==> src/rtl/ysyx_2022040010_wb_stage_if.sv <==
// MEM -> WB handoff bus: one instruction plus its result/load descriptor and
// the WB-side ready.
interface ysyx_2022040010_wb_stage_if #(
   parameter int XLEN = 64
);
   logic            mem_valid;
   logic            mem_ready;
   logic [XLEN-1:0] mem_pc;
   logic [31:0]     mem_inst;
   logic            mem_rd_we;
   logic [4:0]      mem_rd;
   logic [XLEN-1:0] mem_alu_res;
   logic            mem_is_load;
   logic [2:0]      mem_load_op;
   logic [2:0]      mem_addr_lo;
   logic [XLEN-1:0] mem_rdata;

   modport master (
      output mem_valid, mem_pc, mem_inst, mem_rd_we, mem_rd, mem_alu_res,
             mem_is_load, mem_load_op, mem_addr_lo, mem_rdata,
      input  mem_ready
   );

   modport slave (
      input  mem_valid, mem_pc, mem_inst, mem_rd_we, mem_rd, mem_alu_res,
             mem_is_load, mem_load_op, mem_addr_lo, mem_rdata,
      output mem_ready
   );
endinterface

==> src/rtl/ysyx_2022040010_wb_stage.sv <==
// Write-back stage: one-entry WB register, load extension, regfile write,
// difftest commit pulse, retired-instruction counter and ebreak halt.
module ysyx_2022040010_wb_stage #(
   parameter int          XLEN        = 64,
   parameter int          STALL_W     = 6,
   parameter int          STALL_BIT   = 4,
   parameter logic [31:0] EBREAK_INST = 32'h00100073
) (
   input  logic                 clk,
   input  logic                 rst,
   input  logic [STALL_W-1:0]   stall,
   ysyx_2022040010_wb_stage_if.slave mem,
   output logic                 rf_we,
   output logic [4:0]           rf_waddr,
   output logic [XLEN-1:0]      rf_wdata,
   output logic                 commit_valid,
   output logic [XLEN-1:0]      commit_pc,
   output logic [31:0]          commit_inst,
   output logic [63:0]          retired_cnt,
   output logic                 halt
);
   localparam logic [0:0] RUN  = 1'b0;
   localparam logic [0:0] HALT = 1'b1;

   // Lane is shifted down with zero fill, so bytes beyond bit 63 read as 0.
   function automatic logic [XLEN-1:0] load_ext(
      input logic [2:0]      op,
      input logic [2:0]      lo,
      input logic [XLEN-1:0] raw
   );
      logic [XLEN-1:0] lane;
      lane = raw >> {lo, 3'b000};
      case (op)
         3'd0:    load_ext = {{(XLEN-8){lane[7]}},   lane[7:0]};
         3'd1:    load_ext = {{(XLEN-16){lane[15]}}, lane[15:0]};
         3'd2:    load_ext = {{(XLEN-32){lane[31]}}, lane[31:0]};
         3'd3:    load_ext = lane;
         3'd4:    load_ext = {{(XLEN-8){1'b0}},  lane[7:0]};
         3'd5:    load_ext = {{(XLEN-16){1'b0}}, lane[15:0]};
         3'd6:    load_ext = {{(XLEN-32){1'b0}}, lane[31:0]};
         default: load_ext = '0;
      endcase
   endfunction

   logic [0:0]      state;
   logic            vld_p1;
   logic [XLEN-1:0] pc_p1;
   logic [31:0]     inst_p1;
   logic            rd_we_p1;
   logic [4:0]      rd_p1;
   logic [XLEN-1:0] data_p1;
   logic            hold;
   logic            accept;
   logic            retire;
   logic            ebreak_p1;

   assign hold      = stall[STALL_BIT];
   assign ebreak_p1 = vld_p1 & (inst_p1 == EBREAK_INST);
   // Ready is forced low during reset so every output reads 0 while rst = 0.
   assign mem.mem_ready = rst & (state == RUN) & ~hold & ~ebreak_p1;
   assign accept    = mem.mem_valid & mem.mem_ready;
   assign retire    = vld_p1 & ~hold;

   assign rf_we        = retire & rd_we_p1 & (rd_p1 != 5'd0);
   assign rf_waddr     = rd_p1;
   assign rf_wdata     = data_p1;
   assign commit_valid = retire;
   assign commit_pc    = pc_p1;
   assign commit_inst  = inst_p1;
   assign halt         = (state == HALT);

   // MEM -> WB (p1) boundary
   always_ff @(posedge clk or negedge rst) begin
      if (!rst) begin
         state       <= RUN;
         vld_p1      <= 1'b0;
         pc_p1       <= '0;
         inst_p1     <= '0;
         rd_we_p1    <= 1'b0;
         rd_p1       <= '0;
         data_p1     <= '0;
         retired_cnt <= '0;
      end else begin
         if (accept) begin
            vld_p1   <= 1'b1;
            pc_p1    <= mem.mem_pc;
            inst_p1  <= mem.mem_inst;
            rd_we_p1 <= mem.mem_rd_we;
            rd_p1    <= mem.mem_rd;
            data_p1  <= mem.mem_is_load
                        ? load_ext(mem.mem_load_op, mem.mem_addr_lo, mem.mem_rdata)
                        : mem.mem_alu_res;
         end else if (!hold) begin
            vld_p1 <= 1'b0;
         end
         if (retire) begin
            retired_cnt <= retired_cnt + 64'd1;
            if (inst_p1 == EBREAK_INST) state <= HALT;
         end
      end
   end
endmodule

==> src/flat_wrapper.sv <==
// flat-port wrapper written by rule: the top's interface ports become plain ports
module ysyx_2022040010_wb_stage_flat 
#(
   parameter int          XLEN        = 64,
   parameter int          STALL_W     = 6,
   parameter int          STALL_BIT   = 4,
   parameter logic [31:0] EBREAK_INST = 32'h00100073
)
  (clk, rst, stall, rf_we, rf_waddr, rf_wdata, commit_valid, commit_pc, commit_inst, retired_cnt, halt, mem_mem_valid, mem_mem_pc, mem_mem_inst, mem_mem_rd_we, mem_mem_rd, mem_mem_alu_res, mem_mem_is_load, mem_mem_load_op, mem_mem_addr_lo, mem_mem_rdata, mem_mem_ready);
  ysyx_2022040010_wb_stage_if #(.XLEN(XLEN)) mem_i ();
  input  logic clk;
  input  logic rst;
  input  logic [STALL_W-1:0] stall;
  output logic rf_we;
  output logic [4:0] rf_waddr;
  output logic [XLEN-1:0] rf_wdata;
  output logic commit_valid;
  output logic [XLEN-1:0] commit_pc;
  output logic [31:0] commit_inst;
  output logic [63:0] retired_cnt;
  output logic halt;
  input wire logic [$bits(mem_i.mem_valid)-1:0] mem_mem_valid;
  input wire logic [$bits(mem_i.mem_pc)-1:0] mem_mem_pc;
  input wire logic [$bits(mem_i.mem_inst)-1:0] mem_mem_inst;
  input wire logic [$bits(mem_i.mem_rd_we)-1:0] mem_mem_rd_we;
  input wire logic [$bits(mem_i.mem_rd)-1:0] mem_mem_rd;
  input wire logic [$bits(mem_i.mem_alu_res)-1:0] mem_mem_alu_res;
  input wire logic [$bits(mem_i.mem_is_load)-1:0] mem_mem_is_load;
  input wire logic [$bits(mem_i.mem_load_op)-1:0] mem_mem_load_op;
  input wire logic [$bits(mem_i.mem_addr_lo)-1:0] mem_mem_addr_lo;
  input wire logic [$bits(mem_i.mem_rdata)-1:0] mem_mem_rdata;
  output wire logic [$bits(mem_i.mem_ready)-1:0] mem_mem_ready;
  assign mem_i.mem_valid = mem_mem_valid;
  assign mem_i.mem_pc = mem_mem_pc;
  assign mem_i.mem_inst = mem_mem_inst;
  assign mem_i.mem_rd_we = mem_mem_rd_we;
  assign mem_i.mem_rd = mem_mem_rd;
  assign mem_i.mem_alu_res = mem_mem_alu_res;
  assign mem_i.mem_is_load = mem_mem_is_load;
  assign mem_i.mem_load_op = mem_mem_load_op;
  assign mem_i.mem_addr_lo = mem_mem_addr_lo;
  assign mem_i.mem_rdata = mem_mem_rdata;
  assign mem_mem_ready = mem_i.mem_ready;
  ysyx_2022040010_wb_stage #(.XLEN(XLEN), .STALL_W(STALL_W), .STALL_BIT(STALL_BIT), .EBREAK_INST(EBREAK_INST)) u_core (.clk(clk), .rst(rst), .stall(stall), .mem(mem_i), .rf_we(rf_we), .rf_waddr(rf_waddr), .rf_wdata(rf_wdata), .commit_valid(commit_valid), .commit_pc(commit_pc), .commit_inst(commit_inst), .retired_cnt(retired_cnt), .halt(halt));
endmodule
==> config.mk <==
export PLATFORM = sky130hd
export DESIGN_NAME = ysyx_2022040010_wb_stage_flat
export DESIGN_NICKNAME = d
export VERILOG_FILES = /design/src/rtl/ysyx_2022040010_wb_stage_if.sv /design/src/rtl/ysyx_2022040010_wb_stage.sv /design/src/flat_wrapper.sv
export SDC_FILE = /design/constraint.sdc
export NUM_CORES = 1
export LEC_CHECK = 0
export CORE_AREA = 2 2 189 191
export DETAILED_ROUTE_END_ITERATION = 10
export DIE_AREA = 0 0 191 193
export PLACE_DENSITY = 0.69
export RECOVER_POWER = 25
export SLEW_MARGIN = 10
export SYNTH_ARGS = -nofsm -noshare
export SYNTH_HDL_FRONTEND = slang
export SYNTH_SLANG_ARGS = --single-unit
==> constraint.sdc <==
create_clock -name clk -period 2.1 [get_ports clk]
set_input_delay 0.42 -clock clk [delete_from_list [all_inputs] [get_ports clk]]
set_output_delay 0.42 -clock clk [all_outputs]
set_load 0.03 [all_outputs]
=== After elaboration in Yosys (flattened, before gate mapping) ===
Index checks and enable logic that the tools add are counted.

* Bits in registers: 232
* Input port bits: 246
* Output and inout bits: 233

* $add $sub $neg: 1
* Equal/unequal tests: 8
* Shifts and indexed selects: 1
* Muxes and demuxes: 4
* Bitwise operators: 11
* Reduce and logical (&&, ||, !) cells: 3

{| class="wikitable"
|+ Operators with widths
! cell !! count
|-
| $pmux W64 S7 || 1
|-
| $add A64 B1 Y64 const B || 1
|-
| $mux W64 || 1
|-
| $shr A64 B6 Y64 || 1
|-
| $eq A32 B21 Y1 const B || 1
|-
| $eq A3 B3 Y1 const B || 3
|-
| $and A1 B1 Y1 || 8
|-
| $eq A3 B2 Y1 const B || 2
|-
| $reduce_bool A5 Y1 || 1
|-
| $eq A3 B1 Y1 const B || 1
|-
| $logic_not A3 Y1 || 1
|-
| $not A1 Y1 || 3
|-
| $mux W1 || 2
|-
| $ne A2 B1 Y1 const B || 1
|-
| $reduce_and A2 Y1 || 1
|}

=== Logic depth before layout (Yosys ltp) ===
* Depth in word-level cells: 6
* Gate-level depth with buffers: 9

=== Worst setup path after synthesis ===
No wires, ideal clock.

* Kind: reg-to-reg
* Start: reg u_core.retired_cnt[0]
* End: reg u_core.retired_cnt[52]
* Setup time: 0.080 ns
* Data arrival time: 2.267 ns
* Data required time: 2.020 ns
* Slack: -0.247 ns
* Cell stages (with the launch flop): 8
* Buffers on the path: 1
* Period minus slack after synthesis: 2.347 ns
* Cells stage by stage: dfrtp_1 ha_1 nand3_1 or3_4 or4_4 buf_6 nor4_4 xor2_1

* Word-level cells in the longest chain between the ends: 1

{| class="wikitable"
|+ RTL lines
! item !! RTL line !! source
|-
| start, declared || ysyx_2022040010_wb_stage.sv:19 || <nowiki>output logic [63:0] retired_cnt,</nowiki>
|-
| start signal, assigned || ysyx_2022040010_wb_stage.sv:97 || <nowiki>retired_cnt <= retired_cnt + 64'd1;</nowiki>
|-
| $add A64 B1 Y64 || ysyx_2022040010_wb_stage.sv:97 ||
|}

Every way passes these cells.
A chain may end at the register's enable or synchronous reset.

=== Worst setup path after layout ===
* Start: reg u_core.inst_p1[16], in the netlist u_core.commit_inst[16]
* End: out mem_mem_ready

* Word-level cells in the longest chain between the ends: 4

{| class="wikitable"
|+ RTL lines
! item !! RTL line !! source
|-
| start, declared || ysyx_2022040010_wb_stage.sv:48 || <nowiki>logic [31:0] inst_p1;</nowiki>
|-
| start signal, assigned || ysyx_2022040010_wb_stage.sv:87 || <nowiki>inst_p1 <= mem.mem_inst;</nowiki>
|-
| $eq A32 B21 Y1 || ysyx_2022040010_wb_stage.sv:58 || <nowiki>assign ebreak_p1 = vld_p1 & (inst_p1 == EBREAK_INST);</nowiki>
|-
| $and A1 B1 Y1 || ysyx_2022040010_wb_stage.sv:58 ||
|-
| $not A1 Y1 || ysyx_2022040010_wb_stage.sv:60 || <nowiki>assign mem.mem_ready = rst & (state == RUN) & ~hold & ~ebreak_p1;</nowiki>
|-
| $and A1 B1 Y1 || ysyx_2022040010_wb_stage.sv:60 ||
|-
| end, declared || flat_wrapper.sv:32 || <nowiki>output wire logic [$bits(mem_i.mem_ready)-1:0] mem_mem_ready;</nowiki>
|}

Every way passes these cells.

==> impl_metrics.ini <==
[timing]
finalMaxSlewViolations = 0
worst_pin_slew_ns = 1.47
hold_viol_final = 0
max_freq_mhz = 420
setup_slack_ns = -0.284
rsz0062_at_grt = yes
finalClockSkew_ns = 0.0248
whs_ns = 0.400
fin_crit_ns = 2.38
slew_headroom_pct = 2.26
fin_crit_sh_pct = 114
setup_viol = 174

[route]
ant_nets = 0
vias = 13700
post_drt_wl_per_cell_microns = 23.2
drt_wl_total_microns = 58300
vias_per_cell = 5.44
first_iter_violations = 1087
drcViolationCount = 0
drt_first_pass_iters = 5

[layout]
multi_input_area_sq_um = 7160
fill_cells = 2683
antenna_cells = 0
ff_latch_area_sq_um = 5820
drive_above_1_share_pct = 30.3
syn_to_final_growth_pct = 85.5
num-nets-final = 2279
post-route-util_pct = 64.7
fin_area_sq_um = 22600

[die]
die_h_microns = 193
dieWidth_microns = 191
io_pins = 479
fp.coreArea_sq_um = 35000
die_area_sq_um = 36900
start_util_pct = 34.9
core.rowCount = 69

[placed_design]
io_buffers = 473
gp_congestion = 0.948
dp_hpwl_microns = 37400
place_area_sq_um = 19000

[synthesis]
yosys.area.top_type_share_pct = 47.6
yosysWarnings = 0
synth-edff-count = 0
syn_area_sq_um = 12200
synthArstFlopShare_pct = 100
synth-seq-cells = 232
synth_adder_area_share_pct = 0.103
synth-compound-area-share_pct = 12.1
ys_seq_area_share_pct = 47.6
synth_top_family_by_area = simple AND/OR/NAND/NOR gates
synthTopCellsByCount = 373 x nand2_1, 232 x dfrtp_1, 103 x nor2_1, 98 x a21oi_1, 58 x mux2i_1
muxShareOfSynthArea_pct = 9.29
yosys.area_share.simple_pct = 22.6
synth_area_leaders = dfrtp_1 48%, nand2_1 11%, mux2i_1 4.8%
synthXorXnorAreaFrac_pct = 4.53
yosysTopAreaCell = dfrtp_1
synthFlopType = dfrtp_1
syn_avg_cell_area_sq_um = 9.11
syn_nets = 1585
yosysMostFrequentCell = nand2_1
syn_inst = 1338
yosys.cell_types.count = 63

[critical_path]
start_kind = flop
critPathMaxFanout = 3
critical_path_class = flop to output pin
crit-reg2reg-capture = u_core.commit_inst[21]
crit_start = u_core.commit_inst[16]
regToRegStartpoint = u_core.commit_inst[16]
r2r_cells = 11
cp.arrival_ns = 1.96
cp-end-kind = output pin
worst_ep_required_time_ns = 1.68
r2r_setup_slack_ns = -0.25

[clocking]
tritoncts = built
htreeDepth = 1
root_buffer = clkbuf_16
clockBufferDepth = 3
numCtsBuffers = 26
worstSkewPairLatency_ns = 0.55
clk_pin_slew_worst_paths_ns = 0.07
clock-sinks = 232

[global_routing]
antenna_found_initial = 1
grt_pass1_vias = 13700
grt_remaining_overflow = 0
grt_max_degree = 156
grt_pass1_wl_microns = 82100
gr-usage-all-layers_pct = 29.4

[worst_hold_path]
hold_end = u_core.commit_pc[46]
hold_path.class = input pin to flop
holdPathStages = 3
hp-start = mem_mem_pc[46]

[power]
power_leakage_uw = 0.0109
powerDensity_nw_per_um2 = 709
ir_drop_uv = 497

[status]
violations = negative setup slack
outcome = finished, violations left

[job]
cap_violations = 0
worst max-delay path by stage:
stage | cells past startpoint | slack (ns) | endpoint
6_report | 6 | -0.28 | mem_mem_ready
5_1_grt | 6 | -0.35 | mem_mem_ready
4_1_cts | 6 | -0.28 | mem_mem_ready
3_5_place_dp | 9 | -0.70 | u_core.rf_wdata[54]
3_3_place_gp | 9 | -0.62 | u_core.rf_wdata[52]
2_1_floorplan | 7 | -0.02 | u_core.retired_cnt[52]
repair_timing:
item                                   in CTS  in global routing
hold buffers                                1                  0
pin swaps                                 127                 81
endpoints found under the hold margin      77                  0
gates cloned                               39                  5
setup endpoints to repair                 213                209
gates resized for setup                   284                208
buffers inserted                           42                 19
layout by cell type, fill, tap and decap left out, types with 8 or more instances in the layout:
cell | netlist | routed
dlymetal6s2s_1 | 0 | 38
o41ai_1 | 32 | 15
buf_8 | 0 | 8
and2_1 | 19 | 19
nand2_1 | 373 | 238
nand2_4 | 0 | 35
nand2b_1 | 10 | 10
mux2i_1 | 58 | 57
nand2_2 | 0 | 100
nand3_1 | 33 | 27
clkbuf_16 | 0 | 31
nor2_1 | 103 | 79
a21oi_2 | 0 | 26
buf_16 | 0 | 23
xnor2_1 | 43 | 43
o41ai_2 | 0 | 17
buf_12 | 0 | 40
xor2_1 | 20 | 20
o21ai_0 | 23 | 18
buf_4 | 1 | 184
dlygate4sd2_1 | 0 | 50
a211oi_1 | 17 | 17
dfrtp_2 | 0 | 11
nor2_4 | 0 | 20
nor3_1 | 15 | 13
dfrtp_1 | 232 | 221
o211ai_1 | 8 | 8
mux4_2 | 22 | 22
a21oi_1 | 98 | 69
nand4_1 | 21 | 21
inv_1 | 13 | 13
buf_6 | 1 | 23
clkdlybuf4s50_1 | 0 | 379
o22ai_1 | 8 | 8
area by class of cell:
cell class,instances,area share (%)
clock buffers,36,3.35
clock inverters,12,0.814
inverters,14,0.232
multi-input cells,1004,31.7
flip-flops and latches,232,25.7
well taps,461,2.55
repair buffers,754,35.6
report_power, final:
| part | internal [uW] | leakage, uW | total, uW | switching, uW |
|---|---|---|---|---|
| registers | 5050 | 0.00289 | 5530 | 472 |
| clock network | 3030 | 0.000459 | 5040 | 2020 |
| logic | 2500 | 0.00753 | 5460 | 2960 |
cell families after synthesis:
group / count (synthesis)
buffers and inverters: 106
multiplexers: 85
flip-flops: 232
AND/OR/NAND/NOR: 623
XOR/XNOR: 63
adder cells (fa/ha/maj): 1
AO/OA/AOI/OAI: 228
stage by stage:
stage | setup TNS [ns] | instances | worst slack [ns] | total power, uW
floorplan | -0.0242 | 1338 | -0.0242 | 7710
global placement | -49.25 | 2379 | -0.623 | 10300
detailed placement | -54.53 | 2379 | -0.699 | 10400
CTS | -31.09 | 2507 | -0.283 | 15800
global route | -39.44 | 2513 | -0.350 | 16600
finish | -26.14 | 2513 | -0.284 | 16000
critical path, stage by stage, from the launching register on:
cell and delay (ns):
dfrtp_1 0.44, nor4_2 0.29, nand4_1 0.16, buf_4 0.19, nor2_4 0.12, a21boi_2 0.08, buf_6 0.16
registers in the layout (all words and copies together) (netlist names):
name and cells:
u_core.retired_cnt 64, u_core.rf_wdata 64, u_core.rf_waddr 5, u_core.commit_inst 32, u_core.vld_p1 1, u_core.rd_we_p1 1, u_core.halt 1, u_core.commit_pc 64
per-layer routing:
metal | global-route usage [%] | vias up | wire [microns]
li1 | - | 6073 | -
met5 | 0 | - | 13
met2 | 51.7 | 770 | 28900
met4 | 11.7 | 2 | 2820
met1 | 35.9 | 6655 | 21800
met3 | 5.14 | 159 | 4880
(Power assumes the default switching activity.)
